--- config.mk ---
export PLATFORM = sky130hd
export DESIGN_NAME = multi_counter
export DESIGN_NICKNAME = d
export VERILOG_FILES = /design/src/rtl/multi_counter.sv
export SDC_FILE = /design/constraint.sdc
export NUM_CORES = 1
export LEC_CHECK = 0
export CAP_MARGIN = 10
export CORE_MARGIN = 3
export CORE_UTILIZATION = 35
export CTS_CLUSTER_SIZE = 24
export DETAILED_ROUTE_END_ITERATION = 10
export SETUP_SLACK_MARGIN = 0.5
export SYNTH_ARGS = -nofsm -noshare
export SYNTH_HDL_FRONTEND = slang
export SYNTH_SLANG_ARGS = --single-unit
export TNS_END_PERCENT = 20
--- constraint.sdc ---
create_clock -name clk -period 3.2 [get_ports clk]
set_clock_uncertainty 0.1 [all_clocks]
set_input_delay 0.48 -clock clk [delete_from_list [all_inputs] [get_ports clk]]
set_output_delay 0.48 -clock clk [all_outputs]
set_load 0.1 [all_outputs]
--- src/rtl/multi_counter.sv ---
// multi_counter
//   Bank of N independent modulo counters. Each channel has its own enable,
//   direction and synchronous load, and either wraps or saturates at the
//   ends of its 0..LIMIT range (SAT selects the behaviour for all channels).
//
// Parameters
//   W      counter width per channel (1..32)
//   N      number of channels (1..16)
//   LIMIT  terminal value, 1 <= LIMIT <= 2**W-1
//   SAT    0 = wrap at the ends, 1 = saturate at the ends
//
// Ports
//   clk       rising-edge clock
//   rst       synchronous active-low reset
//   en        [N]    per-channel count enable
//   up        [N]    per-channel direction (1 = up, 0 = down)
//   load      [N]    per-channel synchronous load request (beats en)
//   load_val  [N*W]  load values, channel i at [i*W +: W]; clamped to LIMIT
//   count     [N*W]  registered counter values, packed like load_val
//   tc        [N]    combinational terminal flag: count == LIMIT going up,
//                    count == 0 going down
//   wrap      [N]    registered one-cycle pulse, high in the cycle that
//                    first shows a wrapped value
//
// Optional formal properties are compiled in by defining S0, S1, L0 or L1.

module multi_counter #(
  parameter int          W     = 10,
  parameter int          N     = 2,
  parameter logic [31:0] LIMIT = 32'((64'd1 << W) - 64'd1),
  parameter bit          SAT   = 1'b0
) (
  input  logic           clk,
  input  logic           rst,
  input  logic [N-1:0]   en,
  input  logic [N-1:0]   up,
  input  logic [N-1:0]   load,
  input  logic [N*W-1:0] load_val,
  output logic [N*W-1:0] count,
  output logic [N-1:0]   tc,
  output logic [N-1:0]   wrap
);

  // All comparisons happen at the counter width; there is no carry out.
  localparam logic [W-1:0] LIM = LIMIT[W-1:0];

  for (genvar i = 0; i < N; i++) begin : g_ch
    logic [W-1:0] lv;
    // Declaration initialisers put formal runs in the reset state from
    // the first cycle; the reset branch below is still the real reset.
    logic [W-1:0] cnt_q  = '0;
    logic         wrap_q = 1'b0;

    assign lv = load_val[i*W +: W];

    // NOTE: state registers use non-blocking assignments so every channel
    // samples the pre-edge value of its own state regardless of process order.
    always_ff @(posedge clk) begin
      wrap_q <= 1'b0;
      if (!rst) begin
        cnt_q <= '0;
      end else if (load[i]) begin
        cnt_q <= (lv > LIM) ? LIM : lv;
      end else if (en[i]) begin
        if (up[i]) begin
          if (cnt_q != LIM) begin
            cnt_q <= cnt_q + W'(1);
          end else if (!SAT) begin
            cnt_q  <= '0;
            wrap_q <= 1'b1;
          end
        end else begin
          if (cnt_q != '0) begin
            cnt_q <= cnt_q - W'(1);
          end else if (!SAT) begin
            cnt_q  <= LIM;
            wrap_q <= 1'b1;
          end
        end
      end
    end

    assign count[i*W +: W] = cnt_q;
    assign wrap[i]         = wrap_q;
    assign tc[i]           = up[i] ? (cnt_q == LIM) : (cnt_q == '0);

`ifdef S0
    a_s0_range : assert property (@(posedge clk) cnt_q <= LIM);
`endif
`ifdef S1
    a_s1_wrap_val : assert property (@(posedge clk)
      wrap_q |-> (cnt_q == '0 || cnt_q == LIM));
    a_s1_no_wrap_sat : assert property (@(posedge clk) SAT |-> !wrap_q);
`endif
  end

`ifdef L0
  // Expected to fail: nothing forces en[0] high.
  a_l0_reach : assert property (@(posedge clk)
    s_eventually (count[W-1:0] == LIM));
`endif
`ifdef L1
  m_l1_drive : assume property (@(posedge clk)
    rst && en[0] && up[0] && !load[0]);
  a_l1_reach : assert property (@(posedge clk)
    s_eventually (count[W-1:0] == LIM));
`endif

endmodule
* Yosys cells after proc, flatten, opt, wreduce, memory -nomap -nowiden *
Index checks and enable logic that the tools add are counted.

operators by class
  reductions and logical operators = 8
  eq/ne operators = 4
  bitwise gates (word level) = 3
  mux-type cells = 20
  add/subtract/negate cells = 4
  magnitude comparators = 2

operator list
  kind                                                 number
  2-to-1 mux 10 bit                                    12
  adder 10 x 1 -> 10 bit (second input constant)       2
  == test 10 bit (second input constant)               2
  > comparator 10 bit (second input constant)          2
  logical NOT 10 bit                                   2
  inequality test 10 bit (second input constant)       2
  nonzero test 10 bit                                  2
  subtractor 10 x 1 -> 10 bit (second input constant)  2
  2-to-1 mux 1 bit                                     8
  OR reduction 3 bit                                   2
  nonzero test 2 bit                                   2
  NOT 1 bit                                            3

storage, ports and cells
  output and inout port bits = 24
  bits in registers = 22

* Logic depth before layout (Yosys ltp) *
Gate-level depths: netlist of the first run.

  depth after elaboration = 5
  gate-level depth with buffers = 9

* Least setup slack after synthesis of the first run *
OpenSTA, ideal clock, no wires.

  path type = reg2out
  start = register g_ch[1].cnt_q[3]
  end = output tc[1]
  data required time = 2.620 ns
  slack = -0.227 ns
  cell stages (with the launch flop) = 7
  path buffers = 3
  data arrival time = 2.847 ns
  cell sequence = dfxtp_1 buf_6 or4_1 buf_2 or4_1 buf_2 nand2_1

on the way
  longest elaborated chain between the ends = 2
  elaborated cells on any way between the ends = 3
  classes of those cells = 1 x eq/ne; 1 x mux; 1 x reduce/logical

ends and longest elaborated chain
  what                                                         RTL line  text
  start: declaration                                           51        logic [W-1:0] cnt_q = '0;
  start signal: assignment                                     63        cnt_q <= (lv > LIM) ? LIM : lv;
  start signal: assignment                                     67        cnt_q <= cnt_q + W'(1);
  start signal: assignment                                     74        cnt_q <= cnt_q - W'(1);
  == test 10 bit / logical NOT 10 bit (equally long branches)  85        assign tc[i] = up[i] ? (cnt_q == LIM) : (cnt_q == '0);
  2-to-1 mux 1 bit *                                           85
  end: declaration                                             40        output logic [N-1:0] tc,

Mark *: on every way between the ends. The rest lies on a longest branch, timed or not.

* Worst setup path in the final report of the first run *
  start = register g_ch[1].cnt_q[2]
  end = output tc[1]

The elaborated chain is that of the path after synthesis.

==> results of run 1 <==
registers in the layout, indices dropped and copies added (netlist names):
register     count
g_ch.cnt_q      20
g_ch.wrap_q      2
cells in the final DEF (no fill, tap or decap), types with 10 or more instances in the layout:
cell	count
buf_4	29
clkdlybuf4s50_1	27
o21ai_0	21
nand2_1	20
nor2_1	18
nand3_1	16
nor3_1	15
a21oi_1	13
dfxtp_1	11
dfxtp_2	10
worst max-delay path: cells and delay by family, from the launching register on:
family                 cells  cell delay [ps]
DFF                        1              390
buffers and inverters      1              170
and+or+nand+nor            3             1270
kinds of logic after synthesis:
group	Yosys count	synth area share, %
simple gates	112	32.5
compound gates	73	26.7
buf+inv	33	7.89
flops	22	24.4
xor+xnor	12	5.82
fa+ha+maj	4	2.77
cell type report:
cell class | instances | area (µm²)
Clock buffer | 4 | 55.1
Fill cell | 516 | 2440
Inverter | 8 | 30.0
Multi-Input combinational cell | 201 | 1260
Sequential cell | 22 | 457
Tap cell | 67 | 83.8
Timing Repair Buffer | 58 | 528
per-layer routing:
metal,GRT usage [%],vias up
met1,28.5,903
met2,25.9,90
met3,2.67,2
met5,0,-
li1,-,1012
met4,5.34,0
power by group:
part | switching, mW | total (mW) | internal, mW | leakage [nW]
Clock | 0.103 | 0.213 | 0.110 | 0.0288
Combinational | 0.271 | 0.407 | 0.136 | 0.728
Sequential | 0.0506 | 0.348 | 0.297 | 0.186
Total | 0.425 | 0.967 | 0.543 | 0.942
what timing repair did:
action,in CTS,in global routing
endpoints found under the setup margin,1,2
pin swaps,1,0
gates resized for setup,2,1
setup buffers,0,0
hold buffers,0,0
hold endpoints to repair,0,0
worst paths after layout:
path,to,slack [ps],depth (start not counted)
worst max-delay path,tc[1],510,4
worst min-delay path,g_ch[0].cnt_q[6],520,2
worst max register to register,g_ch[0].cnt_q[6],1010,5
worst min register to register,g_ch[0].cnt_q[6],520,2
==> run metrics, run 1 <==
Slew Viols, Final=0; Finished Cell Area=2410 µm²; Vias/cell=5.58; Setup crit end kind=output port; pwr dens=401 nW/µm²; Synth area leaders=dfxtp_1, o21ai_0, nand2_1; DR top layer=met4; RSZ-0062 raised after global routing=yes; HP Start=g_ch[0].cnt_q[6]; DP Area=between 2000 and 2500 µm²; list of most frequent post-synthesis cells=dfxtp_1, nand2_1, o21ai_0, clkbuf_1, nor2_1; Mapped Area=1810 µm²; ys flop type=dfxtp_1; # Max-Cap Violations=0; Met1 Routed Length=around 2800 µm; share of layout cells above drive strength 1=18.1%; setup TNS=0 ps; Crit-path slowest cell=or4_4; Net Count, Synth=288; RD Place Congestion=about 0.98; DRC=0; Final Setup Violations=0; H-tree levels=1; crit path cell chain=or4_4, or4_4, nand2_8, buf_12; first-pass GRT wire length=9140 µm; GRT Resource Usage Total=18.5%; clock sinks=22; Worst-path clk slew=90 ps; CTS tree=built; fraction of registers with async set/reset=0%; worst slew pin tran=495 ps; diode count=0; hpwl dp=4130 µm; met3 WL=424 µm; outcome=completed; die height=around 78 µm; WL met2=2280 µm; vias in the first global route=~1,800; total grt overflow=0; Worst setup SP type=register; CP startpoint=g_ch[1].cnt_q[2]; CP max stage delay=590 ps; Yosys top cell area share=24.4%; fin nets=326; FF+latch count, synth=22; Starting Density=37.3%; Yosys top cell by area=dfxtp_1; Lkg Pwr=0.942 nW; EDFF count, synth=0; largest net degree at the start of global routing=19; Row Count=25; initial antenna violation count=0; drt wl/cell=approximately 16 µm; DRT iter0 DRCs=138; Final WS setup=514 ps; Layout Utilization=49.8%; Netlist cell types=46; Post-Layout Cell Count=360; Clk Latency, worst-skew pair=270 ps; worst vdd ir=0.152 mV; Worst Setup Path Type=reg2out; fin crit share=83.9%; worst reg2reg startpoint=g_ch[0].cnt_q[5]; worst path arrival time=about 2100 ps; relative slew slack=around two thirds; Syn Area/Cell=7.06 µm²; sequential-to-total area share from yosys stat=24.4%; Most Frequent Cell on Critical Path=or4_4; hold_ws=between 500 and 600 ps; core area=~4800 µm²; Initial DRT Pass Iterations=4; TritonCTS buffer count=3; Post-DRT Antenna Nets=0; maximum clock frequency=372 MHz; Critical Path RT=2620 ps; Clock Tree Root=clkbuf_8; Detailed Route WL=5580 µm; YS warnings=0; Post-Synthesis Cells=256; Area Overhead vs Synth=33.5%; CTS Buffer Depth=2; Hold Path Class=reg2reg; Placed Cells incl. Taps=356; Ports=52; Design Power=around 970 µW; I/O Buffers=51; die footprint=6060 µm²; routed vias=2,007; Place WS=550 ps; Tmin final=2690 ps; CP max FO=12; Hold Vio Cnt, Final=0; Die X=roughly 80 µm
Note: power is estimated with default switching activity, not from simulation.
==> run 2: changes to the inputs <==
==> constraint.sdc (replaced) <==
create_clock -name clk -period 2.2 [get_ports clk]
set_clock_uncertainty 0.1 [all_clocks]
set_input_delay 0.33 -clock clk [delete_from_list [all_inputs] [get_ports clk]]
set_output_delay 0.33 -clock clk [all_outputs]
set_load 0.1 [all_outputs]
==> run 2 against run 1 <==
Net effect:
- highest routed layer unchanged
- first-iteration DRC count up 32%
- critical path depth unchanged
- critical path type unchanged
- sequential share of layout area down 2.1 points
- utilization up 11 points
- critical endpoint is now tc[0]
- sequential power up 36%
- clock power up 44%
- final area up 23%
- the run now ends with negative setup slack left
- global-route usage up 2.7 points
- hold slack better by 3.8 ps
==> run metrics, run 2 (synthesized netlist as in run 1, its figures left out) <==
fill count=~450; met3 GRT Util=2.90%; worst reg2reg path depth=8; core area=between 4000 and 5000 µm²; hpwl dp=~4600 µm; most common cell after layout, fill and taps aside=buf_4; Detailed Route WL=approximately 6600 µm; # Max-Cap Violations=0; hold_buf cts=0; share of layout cells above drive strength 1=39.4%; failing checks=negative setup slack; CP max FO=2; fin crit share=106%; first-pass GRT wire length=10,500 µm; GRT Resource Usage Total=about a fifth; worst vdd ir=about 0.33 mV; busiest grt layer=met1; relative slew slack=75.0%; Post-Layout Cell Count=392; hold path depth=3; drt wl/cell=16.8 µm; Most Frequent Cell on Critical Path=or4_4; DRT iter0 DRCs=around 180; largest net degree at the start of global routing=16; Starting Density=a little under two fifths; Post-DRT Antenna Nets=0; Hold Path Class=in2reg; Final Setup Violations=2; biggest regs=g_ch.cnt_q (20), g_ch.wrap_q (2); outcome=complete, but fails checks; I/O Buffers=between 50 and 60; fin nets=358; routed vias=2,209; Initial DRT Pass Iterations=5; Critical Path RT=1770 ps; TritonCTS buffer count=3; Final WS setup=-121 ps; DRC=0; max reg flops=20; Place WS=-26.5 ps; RSZ-0062 raised after global routing=yes; Clk Latency, worst-skew pair=260 ps; Lkg Pwr=approximately 1.2 nW; clock sinks=22; CTS Buffer Depth=2; Row Count=25; H-tree levels=1; hold_ws=521 ps; worst slew pin tran=between 300 and 400 ps; Placed Cells incl. Taps=384; Worst setup SP type=register; CP max stage delay=530 ps; RD Place Congestion=between 0.9 and 1; vias in the first global route=between 2,000 and 2,500; Vias/cell=5.64; Largest Register=g_ch.cnt_q; worst path arrival time=1890 ps; total grt overflow=0; Setup crit end kind=output port; met2 global-route usage=slightly below 30%; Hold Vio Cnt, Final=0; CTS tree=built; pwr dens=between 500 and 600 nW/µm²; Worst-path clk slew=90 ps; Worst Setup Path Type=reg2out; Crit-path slowest cell=or4_4; Clock Tree Root=clkbuf_8; Tmin final=2320 ps; maximum clock frequency=roughly 430 MHz; crit path cell chain=or4_4, or4_4, nand2_8, buf_12; Slew Viols, Final=0; met1 Resource Use GR=between 30% and 40%; die footprint=6060 µm²; Area Overhead vs Synth=63.8%; commonest non-fill, non-tap cells in the layout=buf_4, clkdlybuf4s50_1, o21ai_0, nor2_1, nand2_1; Die X=approximately 78 µm; die height=between 70 and 80 µm; setup TNS=-234 ps; diode count=0; initial antenna violation count=0; Ports=52
-- run 2: cell count changes in the layout (fill, tap and decap cells not counted), moves of 5 or more --
cell,before,now
a211oi_1,6,0
a211oi_2,0,6
buf_4,29,55
buf_6,0,5
dfxtp_1,11,4
dfxtp_2,10,4
dfxtp_4,1,14
-- run 2: through the flow --
stage / utilization, % / power (mW) / cell area [µm²]
5_1_grt: 61.0 / 1.63 / 2960
6_report: 61.0 / 1.56 / 2960
4_1_cts: 58.7 / 1.52 / 2850
3_3_place_gp: 54.0 / 1.16 / 2620
3_5_place_dp: 54.0 / 1.16 / 2620
2_1_floorplan: - / 0.943 / 1910
-- run 2: final cells by class --
type / instances / area, µm² / share of cell area, %
tap: 67 / 83.8 / 2.83
timing repair buffer: 90 / 802 / 27.1
clock buffer: 4 / 55.1 / 1.86
inverter: 8 / 30.0 / 1.01
multi-input combinational: 201 / 1490 / 50.4
sequential: 22 / 498 / 16.8
-- run 2: path summary, 6_finish.rpt --
check / from / endpoint / slack (ps)
setup / recovery: g_ch[0].cnt_q[5] / tc[0] / -120
hold reg to reg: g_ch[0].cnt_q[8] / g_ch[0].cnt_q[8] / 560
setup reg to reg: g_ch[1].cnt_q[2] / g_ch[1].cnt_q[0] / 20
hold / removal: load_val[19] / g_ch[1].cnt_q[9] / 520
-- run 2: layer usage --
metal / part of all wire (%) / wire length (µm) / vias up
met5: 0 / 0 / -
met1: 50 / 3270 / 1016
met3: 7.0 / 458 / 6
met4: 0.67 / 44 / 0
met2: 43 / 2800 / 106
li1: - / - / 1081
-- run 2: power by group --
part / total (mW) / switching [mW] / internal (mW)
combinational: 0.774 / 0.486 / 0.289
clock: 0.307 / 0.148 / 0.160
sequential: 0.474 / 0.0450 / 0.429
total: 1.56 / 0.678 / 0.877
-- run 2: worst max-delay path, delay by kind of cell (launching register included) --
kind | cells | cell delay [ps]
buf+inv | 1 | 170
flops | 1 | 350
simple gates | 3 | 1100
-- run 2: repair_timing --
action / in CTS / in global routing
setup buffers: 3 / 1
resized for setup: 33 / 25
setup endpoints to repair: 22 / 24
pin swaps: 15 / 22
==> run 3: changes to the inputs <==
--- a/config.mk
+++ b/config.mk
@@ -7,9 +7,10 @@
 export LEC_CHECK = 0
 export CAP_MARGIN = 10
 export CORE_MARGIN = 3
-export CORE_UTILIZATION = 35
+export CORE_UTILIZATION = 43
 export CTS_CLUSTER_SIZE = 24
 export DETAILED_ROUTE_END_ITERATION = 10
+export PLACE_DENSITY = 0.73
 export SETUP_SLACK_MARGIN = 0.5
 export SYNTH_ARGS = -nofsm -noshare
 export SYNTH_HDL_FRONTEND = slang
==> constraint.sdc (replaced) <==
create_clock -name clk -period 2.4 [get_ports clk]
set_clock_uncertainty 0.1 [all_clocks]
set_input_delay 0.36 -clock clk [delete_from_list [all_inputs] [get_ports clk]]
set_output_delay 0.36 -clock clk [all_outputs]
set_load 0.1 [all_outputs]
==> run 3 against run 2 <==
Net effect:
- the flow now finishes without violations
- sequential power is 5.1% lower
- wire length fell by 14%
- largest cell class unchanged
- non-clock buffer count decreased by 19
- combinational power fell by 24%
- sequential share of layout area is 2.5 points higher
- clock power is 21% lower
- setup slack better by 150 ps
- utilization is 5.0 points higher
==> run metrics, run 3 (synthesized netlist as in run 1, its figures left out) <==
vias in the first global route=1,894; worst slew pin tran=410 ps; Die X=70.8 µm; die height=70.8 µm; total grt overflow=0; hpwl dp=a little over 4000 µm; TritonCTS buffer count=3; initial antenna violation count=0; Sw Ratio=44.0%; Post-Layout Cell Count=354; Starting Density=46.9%; CP max stage delay=roughly 550 ps; Final Setup Violations=0; Clock Tree Root=clkbuf_8; clock sinks=22; hold_buf cts=0; diode count=0; max reg flops=20; GRT Resource Usage Total=between 20 and 25%; hold_ws=roughly 460 ps; H-tree levels=1; sequential power share=35.1%; Comb pwr share=46.0%; routed vias=approximately 2,000; drt wl/cell=around 16 µm; maximum clock frequency=421 MHz; Slew Viols, Final=0; CTS tree=built; Vias/cell=between 5 and 6; Lkg Pwr=1.01 nW; Setup crit end kind=output port; die footprint=5020 µm²; CTS Buffer Depth=2; Design Power=between 1 and 1.5 mW; Hold Vio Cnt, Final=0; Post-DRT Antenna Nets=0; Worst-path clk slew=80 ps; pwr dens=504 nW/µm²; biggest regs=g_ch.cnt_q (20), g_ch.wrap_q (2); Crit-path slowest cell=or4_4; Placed Cells incl. Taps=approximately 340; fin nets=339; Hold Path Class=reg2reg; most common cell after layout, fill and taps aside=buf_4; outcome=completed; CP max FO=2; Critical Path RT=just under 2000 ps; Sw Pwr=564 µW; Ports=52; first-pass GRT wire length=9270 µm; Initial DRT Pass Iterations=5; Clock Power Share=between 10% and 20%; # Max-Cap Violations=0; Area Overhead vs Synth=40.9%; Largest Register=g_ch.cnt_q; worst path arrival time=1910 ps; DRC=0; RD Place Congestion=0.987; setup TNS=0 ps; fin crit share=98.9%; crit path cell chain=or4_4, or4_4, nand2_8, buf_12; Worst Setup Path Type=reg2out; CP top delay family=simple AND/OR/NAND/NOR gates; Clk Latency, worst-skew pair=270 ps; Worst setup SP type=register; cell internal pwr=718 µW; core area=3850 µm²; RSZ-0062 raised after global routing=yes; DRT iter0 DRCs=about 200; Most Frequent Cell on Critical Path=or4_4; largest net degree at the start of global routing=25; Tmin final=about 2400 ps; commonest non-fill, non-tap cells in the layout=buf_4, clkdlybuf4s50_1, o21ai_0, nand2_1, nor2_1; Detailed Route WL=5630 µm; CP bufs+invs=1; Final WS setup=27.1 ps; share of layout cells above drive strength 1=25.5%; Place WS=58.1 ps; I/O Buffers=51; Row Count=22; relative slew slack=72.5%; worst vdd ir=0.282 mV
## run 3: cell count changes in the layout (fill, tap and decap cells not counted), sizes merged
cell | before | now
buf | 63 | 44
clkdlybuf4s50 | 26 | 27
clkbuf | 4 | 3
dlymetal6s2s | 1 | 0
clkinv | 0 | 1
## run 3: layout make-up
type	instances	area, µm²
clock inverters	1	3.75
flip-flops and latches	22	493
fillers	344	1310
inverters	8	30.0
repair buffers	71	629
well taps	48	60.1
clock buffers	3	41.3
multi-input cells	201	1290
## run 3: tightest hold or removal path, cell delays in order (launching register included)
cell	delay [ps]
dfxtp_4	370
nor2_1	100
a21oi_1	70
## run 3: power groups by stage
| stage | registers (mW) | logic, mW | clock network [mW] |
|---|---|---|---|
| finish | 0.450 | 0.591 | 0.242 |
| global route | 0.458 | 0.629 | 0.257 |
| CTS | 0.449 | 0.582 | 0.249 |
| detailed placement | 0.462 | 0.558 | 0 |
| global placement | 0.462 | 0.558 | 0 |
| floorplan | 0.626 | 0.239 | 0 |
## run 3: what timing repair did
action,in CTS,in global routing
endpoints found under the setup margin,16,18
gates resized for setup,4,6
setup buffers,5,1
pin swaps,1,0
## run 3: path summary, 6_finish.rpt
check	depth (start not counted)	slack, ps	from	endpoint
setup / recovery	4	30	g_ch[0].cnt_q[5]	tc[0]
hold / removal	2	460	g_ch[0].cnt_q[6]	g_ch[0].cnt_q[6]
setup reg to reg	6	210	g_ch[0].cnt_q[5]	g_ch[0].cnt_q[6]
hold reg to reg	2	460	g_ch[0].cnt_q[6]	g_ch[0].cnt_q[6]
## run 3: routing by layer
metal,vias to the layer above,share of wire [%],GRT usage (%)
li1,1033,-,-
met1,915,48,34.8
met2,97,40,31.9
met3,4,10,4.83
met4,0,0.71,3.76
met5,-,0,0
## run 3: through the flow
| step | cell area (µm²) | utilization, % |
|---|---|---|
| 4_1_cts | 2520 | 65.5 |
| 3_5_place_dp | 2420 | 62.9 |
| 5_1_grt | 2550 | 66.1 |
| 3_3_place_gp | 2420 | 62.9 |
| 2_1_floorplan | 1910 | - |
| 6_report | 2550 | 66.1 |
